<file path="src/rtl/multicycle_ctrl_unit.sv">
// multicycle_ctrl_unit
//
// Multicycle control unit. It accepts one opcode through a valid/ready
// handshake and steps it through DECODE, EXEC, optionally MEM, then WB,
// driving the datapath control strobes for each phase. During MEM it waits
// on the data memory's mem_ready, with an optional timeout that parks the
// block in a sticky ERR state. It also counts retired instructions.
//
// Handshake: an instruction is transferred at a rising edge where
// instr_valid and instr_ready are both 1. instr_ready is 1 only in IDLE,
// and opco is sampled only at that edge. instr_valid and opco are ignored
// in every other state.
//
// Ports:
//   clk                 clock, rising edge
//   rst_n               synchronous reset, active low
//   opco                instruction opcode (OPCODE_W)
//   instr_valid         opco is valid
//   instr_ready         block is idle and can accept an instruction
//   mem_ready           data memory has completed the current access
//   regDestination      destination register select (add/sll)
//   sourceALU           ALU B-operand select (add)
//   alu_opcode          captured opcode forwarded to the ALU
//   memory_read         data memory read strobe (lw, MEM state)
//   memoryWrite         data memory write strobe (sw, MEM state)
//   memory_to_register  writeback mux selects memory data (lw)
//   register_write      register file write enable (WB, all but sw)
//   done                one-cycle pulse when an instruction retires
//   mem_error           sticky memory-timeout flag
//   retire_count        retired-instruction counter (CNT_W, wraps)
//   state_dbg           current FSM state encoding, for observation
module multicycle_ctrl_unit #(
    parameter int                     OPCODE_W    = 3,
    parameter logic [OPCODE_W-1:0]    OP_ADD      = OPCODE_W'(3'b000),
    parameter logic [OPCODE_W-1:0]    OP_SW       = OPCODE_W'(3'b101),
    parameter logic [OPCODE_W-1:0]    OP_LW       = OPCODE_W'(3'b110),
    parameter logic [OPCODE_W-1:0]    OP_SLL      = OPCODE_W'(3'b111),
    parameter int                     MEM_TIMEOUT = 8,
    parameter int                     CNT_W       = 16
) (
    input  logic                clk,
    input  logic                rst_n,
    input  logic [OPCODE_W-1:0] opco,
    input  logic                instr_valid,
    output logic                instr_ready,
    input  logic                mem_ready,
    output logic                regDestination,
    output logic                sourceALU,
    output logic [OPCODE_W-1:0] alu_opcode,
    output logic                memory_read,
    output logic                memoryWrite,
    output logic                memory_to_register,
    output logic                register_write,
    output logic                done,
    output logic                mem_error,
    output logic [CNT_W-1:0]    retire_count,
    output logic [2:0]          state_dbg
);

    typedef enum logic [2:0] {
        S_IDLE   = 3'd0,
        S_DECODE = 3'd1,
        S_EXEC   = 3'd2,
        S_MEM    = 3'd3,
        S_WB     = 3'd4,
        S_ERR    = 3'd5
    } state_t;

    // The wait counter only has to reach MEM_TIMEOUT-1.
    localparam int WAIT_W = (MEM_TIMEOUT > 1) ? $clog2(MEM_TIMEOUT) : 1;
    localparam logic [WAIT_W-1:0] WAIT_LAST =
        (MEM_TIMEOUT > 0) ? WAIT_W'(MEM_TIMEOUT - 1) : '0;
    localparam bit TIMEOUT_EN = (MEM_TIMEOUT > 0);

    state_t              state;
    state_t              state_nxt;
    logic [OPCODE_W-1:0] op_q;
    logic [WAIT_W-1:0]   wait_cnt;

    logic is_add;
    logic is_sw;
    logic is_lw;
    logic is_sll;
    logic active;

    // Decode flags come from the captured opcode, never from opco, so
    // every output stays a function of registered state.
    assign is_add = (op_q == OP_ADD);
    assign is_sw  = (op_q == OP_SW);
    assign is_lw  = (op_q == OP_LW);
    assign is_sll = (op_q == OP_SLL);

    assign state_dbg = state;

    // ------------------------------------------------------------------
    // State and datapath registers
    // ------------------------------------------------------------------
    always_ff @(posedge clk) begin
        if (!rst_n) begin
            state        <= S_IDLE;
            op_q         <= '0;
            wait_cnt     <= '0;
            retire_count <= '0;
        end else begin
            state <= state_nxt;

            if (state == S_IDLE && instr_valid) begin
                op_q <= opco;
            end

            // EXEC is the only way into MEM, so clearing here gives a
            // fresh count on every MEM entry.
            if (state == S_EXEC) begin
                wait_cnt <= '0;
            end else if (state == S_MEM && !mem_ready) begin
                wait_cnt <= wait_cnt + WAIT_W'(1);
            end

            if (state == S_WB) begin
                retire_count <= retire_count + CNT_W'(1);
            end
        end
    end

    // ------------------------------------------------------------------
    // Next-state logic
    // ------------------------------------------------------------------
    always_comb begin
        state_nxt = state;
        unique case (state)
            S_IDLE: begin
                if (instr_valid) begin
                    state_nxt = S_DECODE;
                end
            end
            S_DECODE: state_nxt = S_EXEC;
            S_EXEC: begin
                if (is_lw || is_sw) begin
                    state_nxt = S_MEM;
                end else begin
                    state_nxt = S_WB;
                end
            end
            S_MEM: begin
                // mem_ready wins over a timeout on the same edge.
                if (mem_ready) begin
                    state_nxt = S_WB;
                end else if (TIMEOUT_EN && wait_cnt == WAIT_LAST) begin
                    state_nxt = S_ERR;
                end
            end
            S_WB:    state_nxt = S_IDLE;
            S_ERR:   state_nxt = S_ERR;
            default: state_nxt = S_IDLE;
        endcase
    end

    // ------------------------------------------------------------------
    // Moore outputs
    // ------------------------------------------------------------------
    always_comb begin
        instr_ready        = 1'b0;
        regDestination     = 1'b0;
        sourceALU          = 1'b0;
        alu_opcode         = '0;
        memory_read        = 1'b0;
        memoryWrite        = 1'b0;
        memory_to_register = 1'b0;
        register_write     = 1'b0;
        done               = 1'b0;
        mem_error          = 1'b0;
        active             = 1'b0;

        unique case (state)
            S_IDLE: instr_ready = 1'b1;
            S_DECODE, S_EXEC: active = 1'b1;
            S_MEM: begin
                active      = 1'b1;
                memory_read = is_lw;
                memoryWrite = is_sw;
            end
            S_WB: begin
                active         = 1'b1;
                register_write = !is_sw;
                done           = 1'b1;
            end
            S_ERR: mem_error = 1'b1;
            default: instr_ready = 1'b0;
        endcase

        // Static controls hold from DECODE through WB.
        if (active) begin
            alu_opcode         = op_q;
            sourceALU          = is_add;
            regDestination     = is_add || is_sll;
            memory_to_register = is_lw;
        end
    end

endmodule
</file>
<file path="config.mk">
export PLATFORM = sky130hd
export DESIGN_NAME = multicycle_ctrl_unit
export DESIGN_NICKNAME = d
export VERILOG_FILES = /design/src/rtl/multicycle_ctrl_unit.sv
export SDC_FILE = /design/constraint.sdc
export NUM_CORES = 1
export LEC_CHECK = 0
export ABC_AREA = 0
export BUFFER_PORTS_ARGS = -buffer_cell sky130_fd_sc_hd__buf_2
export CAP_MARGIN = 15
export CORE_ASPECT_RATIO = 0.8
export CORE_MARGIN = 5
export CORE_UTILIZATION = 45
export DETAILED_ROUTE_END_ITERATION = 8
export GPL_TIMING_DRIVEN = 1
export PLACE_DENSITY_LB_ADDON = 0.25
export SYNTH_ARGS = -nofsm -noshare
export SYNTH_HDL_FRONTEND = slang
export SYNTH_SLANG_ARGS = --single-unit
</file>
<file path="constraint.sdc">
create_clock -name clk -period 2.3 [get_ports clk]
set_input_delay 0.115 -clock clk [delete_from_list [all_inputs] [get_ports clk]]
set_output_delay 0.115 -clock clk [all_outputs]
set_load 0.01 [all_outputs]
</file>
==> results_dict.tcl <==
set metrics [dict create \
    root_buffer "clkbuf_8" \
    status "completed" \
    ctsLongestPathBuffers 2 \
    setup_viol 0 \
    postCtsSetupBuffers 0 \
    synth_area_leaders "dfxtp_1 (37%), nor2_1 (6.4%), xnor2_1 (5.8%)" \
    synth_top_area_cell "dfxtp_1" \
    end_kind "output port" \
    drt_iter0_markers 87 \
    cts.sinks 25 \
    cap_violations 0 \
    die_h_um 59.0 \
    cp-start-kind "flop" \
    routed_wl_um 2940 \
    antenna_found_initial 0 \
    nNetsFinal 203 \
    power_frac_seq_pct 54.3 \
    worstHoldPathCells 3 \
    hpwl_um 2290 \
    cp_cell_sequence "nor2_1 > xnor2_1 > and2_1 > nor3b_1 > buf_2" \
    place_congestion 0.813 \
    drtPass1Iterations 5 \
    syn_inst 158 \
    cts_tree "built" \
    fin_crit_ns 1.80 \
    start_util_pct 47.8 \
    yosysMostFrequentCell "dfxtp_1" \
    num_vias 1177 \
    synth-edff-count 0 \
    cts-resized-gates 0 \
    h-tree-depth 1 \
    tns_ns 0 \
    worstPathArrival_ns 1.68 \
    wire_per_inst_um 12.8 \
    fin_skew_ns 0.000927 \
    synth_warnings 0 \
    crit_path_top_delay_cell "dfxtp_1" \
    maxSlewViolCount 0 \
    clk_pin_slew_ns 0.08 \
    overflow 0 \
    tightestPinTransition_ns 0.547 \
    switchingPower_w 0.000241 \
    rows 17 \
    critPathKind "reg -> out" \
    power_w 0.000873 \
    synthTopCellsByCount "dfxtp_1 (25), nor2_1 (23), nand2_1 (15)" \
    fmax_mhz 557 \
    synth_nets 168 \
    antenna_cells 0 \
    hold_start "opco[1]" \
    drive_above_1_share_pct 23.4 \
    via_per_inst 5.12 \
    async_flop_share_pct 0 \
    drc 0 \
    hold_violations 0 \
    internal_power_w 0.000632 \
    pwr-share-clk_pct 28.9 \
    ys_seq_area_share_pct 37.0 \
    ant_nets 0 \
    numPortBuffers 37 \
    netlist_area_um2 1350 \
    max_slew_margin_pct 63.3 \
    r2r_slack_ns 0.55 \
    cp.required_ns 2.18 \
    leakage_nw 0.748 \
    holdBufCountCts 0 \
    p_sw_share_pct 27.6 \
    rr_worst_depth 4 \
    hp-class "in -> reg" \
    synthFlopType "dfxtp_1" \
    syn_avg_cell_area_um2 8.56 \
    grt_pass1_vias 1096 \
    reg2reg_from "state_dbg[2]" \
    rsz0062_at_grt "no" \
    coreArea_um2 2830 \
    die_w_um 71.3 \
    ys_seq_elements 25 \
    grt_pass1_wl_um 4890 \
    p_comb_share_pct 16.8 \
    ir_drop_uv 429 \
    final.period_utilization_pct 78.1 \
    cts_made_buffers 3 \
    holdPathEnd "op_q[1]" \
    clkLatencyLatePin_ns 0.26 \
    syn2layout_area_growth_pct 17.3 \
    reg2reg_to "retire_count[8]" \
    die-area_um2 4210 \
    synth_cell_types 32 \
    grt_max_degree 20 \
    io_pins 38 \
    pwr_density_cell_nw_per_um2 550 \
    max_stage_delay_ns 0.43 \
    track_usage_pct 14.4 \
    yosysTopAreaCellShare_pct 37.0 \
    critPathMaxFanout 12 \
]
-- layer usage --
layer  part of all wire, %  vias to the layer above  GRT usage, %  wire (um)
met1                    47                      543          18.0       1380
li1                      -                      607             -          -
met5                     0                        -             0          0
met4                  0.61                        0          2.68         18
met3                   5.5                        2          4.58        161
met2                    47                       25          24.9       1370
-- layout by cell type (no fill, tap or decap), types with 4 or more instances in the layout --
master    count
buf_2        37
a21oi_1       7
nor3_1        7
nand2b_1      4
nand2_1      15
inv_1         5
xnor2_1       9
nor2_1       23
nand3_1      10
dfxtp_1      25
mux2i_1       7
and2_1        6
-- how the worst max path moves through the flow --
stage	startpoint	end	slack (ns)	depth (start not counted)
floorplan	state_dbg[0]	memory_to_register	0.72	5
global placement	state_dbg[2]	retire_count[12]	0.67	4
detailed placement	state_dbg[2]	retire_count[8]	0.56	4
CTS	state_dbg[0]	memory_to_register	0.49	5
global route	state_dbg[0]	memory_to_register	0.30	5
finish	state_dbg[0]	memory_to_register	0.50	5
-- critical path, delay by kind of cell (launching register included) --
kind          cells  cell delay [ns]
flops             1             0.43
xor+xnor          1             0.18
simple gates      3             0.65
buf+inv           1             0.15
-- sequential cells by signal, summed over array words and instances (netlist names) --
| name | count |
|---|---|
| wait_cnt | 3 |
| state_dbg | 3 |
| retire_count | 16 |
| op_q | 3 |
-- logic make-up (layout without fill, tap and decap cells) --
kind of cell	Yosys count	after routing	share of synthesized area, %
AND/OR/NAND/NOR	81	81	34.8
flip-flops	25	25	37.0
multiplexers	7	7	5.18
AO/OA/AOI/OAI	17	17	7.59
buffers and inverters	13	47	4.90
XOR/XNOR	12	12	7.77
adder cells (fa/ha/maj)	3	3	2.78
-- power by group through the flow --
stage          clock network (W)  logic, W  registers [W]
3_3_place_gp                   0  0.000143       0.000482
4_1_cts                 0.000261  0.000149       0.000473
3_5_place_dp                   0  0.000148       0.000483
2_1_floorplan                  0  0.000115       0.000468
5_1_grt                 0.000280  0.000162       0.000477
6_report                0.000252  0.000147       0.000474
-- cell type report --
class                      count  area, um^2
clock buffer                   4        45.0
multi-input combinational    120         786
sequential                    25         500
timing repair buffer          37         185
inverter                       6        22.5
tap                           38        47.5
fill                         279        1240
-- per-stage QoR --
step,setup slack [ns],cells,instance area [um^2],hold slack [ns],util (%)
2_1_floorplan,0.723,158,1350,0.255,-
3_3_place_gp,0.667,226,1540,0.344,54.5
3_5_place_dp,0.557,226,1540,0.358,54.5
4_1_cts,0.493,230,1590,0.0783,56.1
5_1_grt,0.296,230,1590,0.0803,56.1
6_report,0.505,230,1590,0.0823,56.1
(Power assumes the default switching activity.)
